`src/rtl/sisc_wb_pkg.sv`:
```
// Shared constants for the SISC writeback path.
// Source indices, mux select encodings and counter width.
package sisc_wb_pkg;

  localparam int SRC_ALU = 0;
  localparam int SRC_MEM = 1;
  localparam int SRC_PC  = 2;

  localparam logic [1:0] WB_SEL_ALU = 2'b00;
  localparam logic [1:0] WB_SEL_MEM = 2'b01;
  localparam logic [1:0] WB_SEL_PC  = 2'b10;

  localparam int WAIT_CNT_W = 16;

  typedef logic [2:0] src_vec_t;

  function automatic logic [1:0] next_idx(input logic [1:0] idx);
    return (idx == 2'd2) ? 2'd0 : idx + 2'd1;
  endfunction

endpackage

```
`src/rtl/rr_pick3.sv`:
```
// Three-way combinational picker.
// Priority starts at the given index, or at ALU in fixed mode.
module rr_pick3
  import sisc_wb_pkg::*;
(
  input  logic [2:0] elig,
  input  logic [1:0] start,
  input  logic       fixed,
  output logic [2:0] win,
  output logic       valid
);

  logic [1:0] first;

  always_comb begin
    first = fixed ? 2'd0 : start;
    win   = 3'b000;
    valid = |elig;
    unique case (first)
      2'd0: begin
        if (elig[SRC_ALU])      win = 3'b001;
        else if (elig[SRC_MEM]) win = 3'b010;
        else if (elig[SRC_PC])  win = 3'b100;
      end
      2'd1: begin
        if (elig[SRC_MEM])      win = 3'b010;
        else if (elig[SRC_PC])  win = 3'b100;
        else if (elig[SRC_ALU]) win = 3'b001;
      end
      default: begin
        if (elig[SRC_PC])       win = 3'b100;
        else if (elig[SRC_ALU]) win = 3'b001;
        else if (elig[SRC_MEM]) win = 3'b010;
      end
    endcase
  end

endmodule

```
`src/rtl/rf_wb_arbiter.sv`:
```
// Register-file write port arbiter for ALU, MEM and PC writebacks.
// All outputs are registered; a source is masked during its own grant.
module rf_wb_arbiter
  import sisc_wb_pkg::*;
#(
  parameter bit RR_EN = 1'b1,
  parameter int AW    = 4
) (
  input  logic                  clk,
  input  logic                  rst,
  input  logic [2:0]            req,
  input  logic [AW-1:0]         waddr_alu,
  input  logic [AW-1:0]         waddr_mem,
  input  logic [AW-1:0]         waddr_pc,
  output logic [2:0]            gnt,
  output logic [1:0]            wb_sel,
  output logic                  rf_we,
  output logic [AW-1:0]         rf_waddr,
  output logic [WAIT_CNT_W-1:0] wait_cnt
);

  logic [1:0]    last;
  logic [2:0]    elig;
  logic [2:0]    win;
  logic          valid;
  logic          multi;
  logic          fixed_mode;
  logic [1:0]    sel_n;
  logic [1:0]    idx_n;
  logic [AW-1:0] addr_n;

  assign fixed_mode = ~RR_EN;
  assign elig  = req & ~gnt;
  assign multi = (elig[0] & elig[1]) |
                 (elig[0] & elig[2]) |
                 (elig[1] & elig[2]);

  rr_pick3 u_pick (
    .elig  (elig),
    .start (next_idx(last)),
    .fixed (fixed_mode),
    .win   (win),
    .valid (valid)
  );

  always_comb begin
    sel_n  = wb_sel;
    idx_n  = last;
    addr_n = rf_waddr;
    if (valid) begin
      unique case (1'b1)
        win[SRC_ALU]: begin
          sel_n  = WB_SEL_ALU;
          idx_n  = 2'd0;
          addr_n = waddr_alu;
        end
        win[SRC_MEM]: begin
          sel_n  = WB_SEL_MEM;
          idx_n  = 2'd1;
          addr_n = waddr_mem;
        end
        default: begin
          sel_n  = WB_SEL_PC;
          idx_n  = 2'd2;
          addr_n = waddr_pc;
        end
      endcase
    end
  end

  always_ff @(posedge clk) begin
    if (rst) begin
      gnt      <= 3'b000;
      wb_sel   <= WB_SEL_ALU;
      rf_we    <= 1'b0;
      rf_waddr <= '0;
      wait_cnt <= '0;
      last     <= 2'd2;
    end else begin
      gnt      <= win;
      rf_we    <= valid;
      wb_sel   <= sel_n;
      rf_waddr <= addr_n;
      last     <= idx_n;
      // saturate rather than wrap
      if (multi && wait_cnt != '1)
        wait_cnt <= wait_cnt + 1'b1;
    end
  end

endmodule

```
`config.mk`:
```
export PLATFORM = sky130hd
export DESIGN_NAME = rf_wb_arbiter
export DESIGN_NICKNAME = d
export VERILOG_FILES = /design/src/rtl/sisc_wb_pkg.sv /design/src/rtl/rr_pick3.sv /design/src/rtl/rf_wb_arbiter.sv
export SDC_FILE = /design/constraint.sdc
export NUM_CORES = 1
export LEC_CHECK = 0
export CAP_MARGIN = 5
export CORE_MARGIN = 2
export CORE_UTILIZATION = 42
export DETAILED_ROUTE_END_ITERATION = 8
export MAX_ROUTING_LAYER = met4
export PLACE_DENSITY = 0.78
export SLEW_MARGIN = 25
export SYNTH_ARGS = -nofsm -noshare
export SYNTH_HDL_FRONTEND = slang
export SYNTH_SLANG_ARGS = --single-unit
```
`constraint.sdc`:
```
create_clock -name clk -period 1.8 [get_ports clk]
set_clock_uncertainty 0.1 [all_clocks]
set_input_delay 0.36 -clock clk [delete_from_list [all_inputs] [get_ports clk]]
set_output_delay 0.36 -clock clk [all_outputs]
set_load 0.02 [all_outputs]
```
# ---- Word-level counts from Yosys, hierarchy flattened
# Cells that the tools add are included.
dict set report op_classes {
  add_sub_neg 2
  eq_ne 3
  mux 13
  bitwise_logic 7
  n_reduce_logical 3
}
# op count
set op_table {}
lappend op_table {{$mux 3} 7}
lappend op_table {{$add 16x1->16 const B} 1}
lappend op_table {{$ne 16x16->1 const B} 1}
lappend op_table {{$pmux 4 s2} 1}
lappend op_table {{$pmux 3 s2} 1}
lappend op_table {{$mux 2} 2}
lappend op_table {{$pmux 2 s2} 1}
lappend op_table {{$and 1x1->1} 3}
lappend op_table {{$and 3x3->3} 1}
lappend op_table {{$not 3->3} 1}
lappend op_table {{$reduce_or 3->1} 1}
lappend op_table {{$add 2x1->2 const B} 1}
lappend op_table {{$eq 2x1->1 const B} 1}
lappend op_table {{$eq 2x2->1 const B} 1}
lappend op_table {{$logic_not 2->1} 1}
lappend op_table {{$or 1x1->1} 2}
lappend op_table {{$logic_and 1x1->1} 1}
lappend op_table {{$mux 1} 1}
dict set report totals {
  reg_bits 28
  in_bits 17
  output_inout_bits 26
  elab_cells 34
}

# ---- Logic depth before layout (Yosys ltp)
dict set report logic_depth {
  word_depth 7
  mapped_depth 6
  mapped_depth_nobuf 5
}

# ---- Modules after synthesis
# A second synthesis with hierarchy kept.
dict set report unflattened {
  cells_unflattened 170
  area_unflattened_um2 1453.9
}
# module n_inst cells_each area_each_um2 seq_area_each_um2
set modules_own_cells {}
lappend modules_own_cells {rf_wb_arbiter 1 157 1372.6 540.5}
lappend modules_own_cells {rr_pick3 1 13 81.3 0.0}

# ---- Worst setup path after synthesis
# No wires, ideal clock.
dict set report synth_timing {
  path_type {reg2reg}
  from {register gnt[2]}
  to {register wait_cnt[13]}
  setup_ps 123
  arrival_ps 1673
  required_ps 1577
  setup_slack_ps -97
  path_stages_with_launch 6
  path_buffers 1
  period_less_slack_ps 1897
  cell_sequence {dfxtp_1 -> nand2b_4 -> maj3_2 -> buf_6 -> nor4b_1 -> mux2_1}
}
dict set report synth_via {
  elab_chain_cells 6
  word_cells_on_any_way 7
  cone_classes {bitwise (6); reduce/logical (1)}
}
# element line_no
set synth_rtl {}
lappend synth_rtl {{start: declaration} rf_wb_arbiter.sv:15} ;# output logic [2:0] gnt,
lappend synth_rtl {{start signal: assignment} rf_wb_arbiter.sv:80} ;# gnt <= win;
lappend synth_rtl {{$not 3->3 *} rf_wb_arbiter.sv:33} ;# assign elig = req & ~gnt;
lappend synth_rtl {{$and 3x3->3 *} rf_wb_arbiter.sv:33}
lappend synth_rtl {{$and 1x1->1} rf_wb_arbiter.sv:35} ;# (elig[0] & elig[2]) |
lappend synth_rtl {{$or 1x1->1} rf_wb_arbiter.sv:34} ;# assign multi = (elig[0] & elig[1]) |
lappend synth_rtl {{$or 1x1->1 *} rf_wb_arbiter.sv:35}
lappend synth_rtl {{$logic_and 1x1->1 *} rf_wb_arbiter.sv:86} ;# if (multi && wait_cnt != '1)
lappend synth_rtl {{end signal: assignment} rf_wb_arbiter.sv:87} ;# wait_cnt <= wait_cnt + 1'b1;
lappend synth_rtl {{end: declaration} rf_wb_arbiter.sv:19} ;# output logic [WAIT_CNT_W-1:0] wait_cnt
# Mark *: on every way between the ends. The rest lies on a longest branch, timed or not.
# A chain may end at the register's enable or synchronous reset.

# ---- Worst setup path after layout
dict set report layout_timing {
  from {register rf_waddr[0]}
  to {output port rf_waddr[0]}
}
# element line_no
set layout_lines {}
lappend layout_lines {{start: declaration} rf_wb_arbiter.sv:18} ;# output logic [AW-1:0] rf_waddr,
lappend layout_lines {{start signal: assignment} rf_wb_arbiter.sv:83} ;# rf_waddr <= addr_n;
# No word-level cell between the ends.

==> results.json <==
{
  "crit_path_top_delay_cell": "clkdlybuf4s50_1",
  "arrival_ps": 1310,
  "routabilityCongestion": 0.914,
  "clock_latency_ps": 330,
  "grt_start_max_net_pins": 33,
  "holdWs_ps": 419,
  "dieArea_mm2": 0.00394,
  "nNetsFinal": 265,
  "drc_errors": 0,
  "grt_util_all_layers_pct": 22.8,
  "p_per_area_mw_per_mm2": 570,
  "drive_above_1_share_pct": 28.0,
  "row_count": 21,
  "worst_slew_pin_slew_ps": 533,
  "grt_pass1_wl_mm": 7.15,
  "power_frac_clock_pct": 21.1,
  "clockRootBuffer": "clkbuf_4",
  "die_h_um": 62.8,
  "cts_max_level": 1,
  "synthArstFlopShare_pct": 0,
  "antenna_found_initial": 0,
  "holdBufCountCts": 0,
  "timing.critical_path.fanout_max": 2,
  "synthTopCellsByArea": "dfxtp_1, a21oi_1, o31ai_1",
  "pwr-share-comb_pct": 29.2,
  "ys_ff_latch": 27,
  "cts_max_path_buffers": 2,
  "path_clk_slew_ps": 160,
  "yosysTopAreaCellShare_pct": 37.2,
  "timing.hold.worst.class": "flip-flop to flip-flop",
  "critPathRequiredTime_ps": 1340,
  "peakVddDrop_v": 0.000270,
  "reg2regPathDepth": 6,
  "dieWidth_um": 62.8,
  "worstPathCellList": "clkdlybuf4s50_1",
  "r2r-start": "wait_cnt[1]$_SDFFE_PP0P_",
  "slew_viol_final": 0,
  "cp-end-kind": "output port",
  "synth_edf_count": 0,
  "synthesis.area_mm2": 0.00145,
  "seq_area_um2": 549,
  "numCtsBuffers": 3,
  "placed_cells": 283,
  "area_delta_synth_final_pct": 57.9,
  "critPathCapture": "rf_waddr[0]",
  "ys_seq_area_share_pct": 37.2,
  "diodes": 0,
  "viasPerCell": 5.69,
  "multi_input_area_um2": 971,
  "finalWirelength_mm": 4.51,
  "cp-startpoint": "rf_waddr[0]$_SDFFE_PP0P_",
  "fp.coreArea_mm2": 0.00334,
  "fill_cells": 272,
  "synth_cell_type_count": 44,
  "cts_tree": "done",
  "syn-num-nets": 188,
  "fmax_ghz": 0.565,
  "seq_power_share_pct": 49.7,
  "rsz0062_at_grt": "true",
  "first_pass_iters": 4,
  "worstSetupPathDepth": 1,
  "finalSetupTns_ps": 0,
  "fin_crit_sh_pct": 98.2,
  "yosys.area.top_type": "dfxtp_1",
  "startpoint_type": "flip-flop",
  "cts_sinks": 27,
  "yosys_most_used_dff": "dfxtp_1",
  "period_minus_slack_ps": 1770,
  "hold_viol_final": 0,
  "port_buffers": 42,
  "status": "finished clean",
  "path_buf_inv": 1,
  "r2r_end": "wait_cnt[13]$_SDFFE_PP0P_",
  "grt-ovfl-total": 0,
  "crit_family": "buffers and inverters",
  "p_leak_nw": 0.963,
  "maxCapViolations": 0,
  "hpwl_mm": 3.19,
  "slew_headroom_pct": 64.4,
  "drt_iter0_markers": 90,
  "io_pins": 43,
  "critPathKind": "flip-flop to output port",
  "syn_inst": 170,
  "grt_pass1_vias": 1572,
  "fin_cells": 292,
  "p_int_mw": 0.907,
  "start_util_pct": 43.5,
  "yosys_warnings": 0,
  "ant_nets": 0,
  "syn_avg_cell_area_um2": 8.54,
  "max_stage_delay_ps": 610,
  "setup_violations": 0,
  "netSwitchingFraction_pct": 30.6,
  "reg2reg_slack_ps": 40,
  "dr_total_vias": 1661,
  "power.net_switching_mw": 0.400,
  "wl_per_cell_um": 15.4
}
## final cells by class
| cell class | count | share of cell area, % |
|---|---|---|
| well taps | 46 | 2.51 |
| inverters | 1 | 0.164 |
| multi-input cells | 136 | 42.4 |
| clock inverters | 1 | 0.218 |
| clock buffers | 3 | 0.983 |
| flip-flops and latches | 27 | 24.0 |
| repair buffers | 78 | 29.8 |
## power by group through the flow
stage / sequential, mW / combinational, mW / clock (mW)
5_1_grt: 0.653 / 0.408 / 0.298
3_5_place_dp: 0.661 / 0.355 / 0
3_3_place_gp: 0.659 / 0.344 / 0
4_1_cts: 0.647 / 0.364 / 0.276
2_1_floorplan: 0.690 / 0.138 / 0
6_report: 0.650 / 0.381 / 0.276
## tightest hold or removal path, cell delays in order, from the launching register on
cell	delay [ps]
dfxtp_2	380
o31ai_1	70
a21oi_1	60
## registers in the layout, indices dropped and copies added (netlist names)
register and count:
wb_sel 2, gnt 3, last 1, wait_cnt 16
rf_we 1, rf_waddr 4
## synthesized netlist by cell type (3+ instances only)
| library cell | n |
|---|---|
| nand2_1 | 9 |
| and4_1 | 4 |
| and2_1 | 3 |
| o21ai_0 | 9 |
| nor2b_1 | 8 |
| nand2b_4 | 3 |
| nor2_1 | 15 |
| nor3_1 | 4 |
| nand3_1 | 7 |
| o31ai_1 | 8 |
| nand4_1 | 6 |
| a21oi_1 | 13 |
| mux2_2 | 3 |
| dfxtp_1 | 27 |
| or4_1 | 8 |
| clkbuf_1 | 4 |
| nor4_1 | 4 |
| a311oi_1 | 3 |
## cells in the final DEF, fill, tap and decap left out, types with 3 or more instances in the layout
cell,n
and4_1,4
dlymetal6s2s_1,3
dfxtp_2,7
o21ai_0,9
or4_1,8
nor2b_1,8
nand2b_4,3
mux2_2,3
a21oi_1,10
and2_1,3
nand2_1,9
dfxtp_1,20
o31ai_1,7
nor3_1,3
a21oi_2,3
clkdlybuf4s50_1,17
clkbuf_4,3
buf_4,35
nand4_1,6
nor4_2,3
dlygate4sd2_1,22
nor2_1,15
nand3_1,6
## what timing repair did
action / CTS / global route
gates resized for setup: 24 / 13
endpoints found under the hold margin: 0 / 0
cloned: 2 / 0
setup endpoints to repair: 38 / 15
pin swaps: 1 / 5
setup buffers: 0 / 3
## through the flow
stage          instance area (um^2)  setup WS [ps]  power [mW]  util [%]
3_3_place_gp                   2190           -487        1.00      65.6
5_1_grt                        2290          -54.9        1.36      68.7
3_5_place_dp                   2190           -554        1.02      65.6
4_1_cts                        2220           12.6        1.29      66.5
6_report                       2290           31.6        1.31      68.7
2_1_floorplan                  1500          -9.08       0.827         -
## worst min-delay path by stage
stage                     cells past startpoint  slack (ps)                        to                     start
final                                         2         420  wait_cnt[3]$_SDFFE_PP0P_  wait_cnt[3]$_SDFFE_PP0P_
after global routing                          2         450  rf_waddr[1]$_SDFFE_PP0P_  rf_waddr[1]$_SDFFE_PP0P_
after global placement                        2         390  wait_cnt[1]$_SDFFE_PP0P_  wait_cnt[1]$_SDFFE_PP0P_
after floorplan                               2         410         gnt[2]$_SDFF_PP0_                    req[2]
after CTS                                     2         420  wait_cnt[1]$_SDFFE_PP0P_  wait_cnt[1]$_SDFFE_PP0P_
after detailed placement                      2         400  wait_cnt[1]$_SDFFE_PP0P_  wait_cnt[1]$_SDFFE_PP0P_
## layer usage
layer,wire [um],GRT usage (%),vias to the layer above
li1,-,-,814
met1,1930,27.9,790
met2,2370,39.1,51
met3,169,2.34,6
met4,47,8.33,0
met5,0,-,-
## cell families after synthesis
| kind of cell | Yosys count | synth area share, % |
|---|---|---|
| buffers and inverters | 9 | 3.28 |
| adder cells (fa/ha/maj) | 3 | 2.33 |
| AO/OA/AOI/OAI | 45 | 19.7 |
| flip-flops | 27 | 37.2 |
| AND/OR/NAND/NOR | 81 | 33.6 |
| multiplexers | 5 | 3.79 |
(Power assumes the default switching activity.)
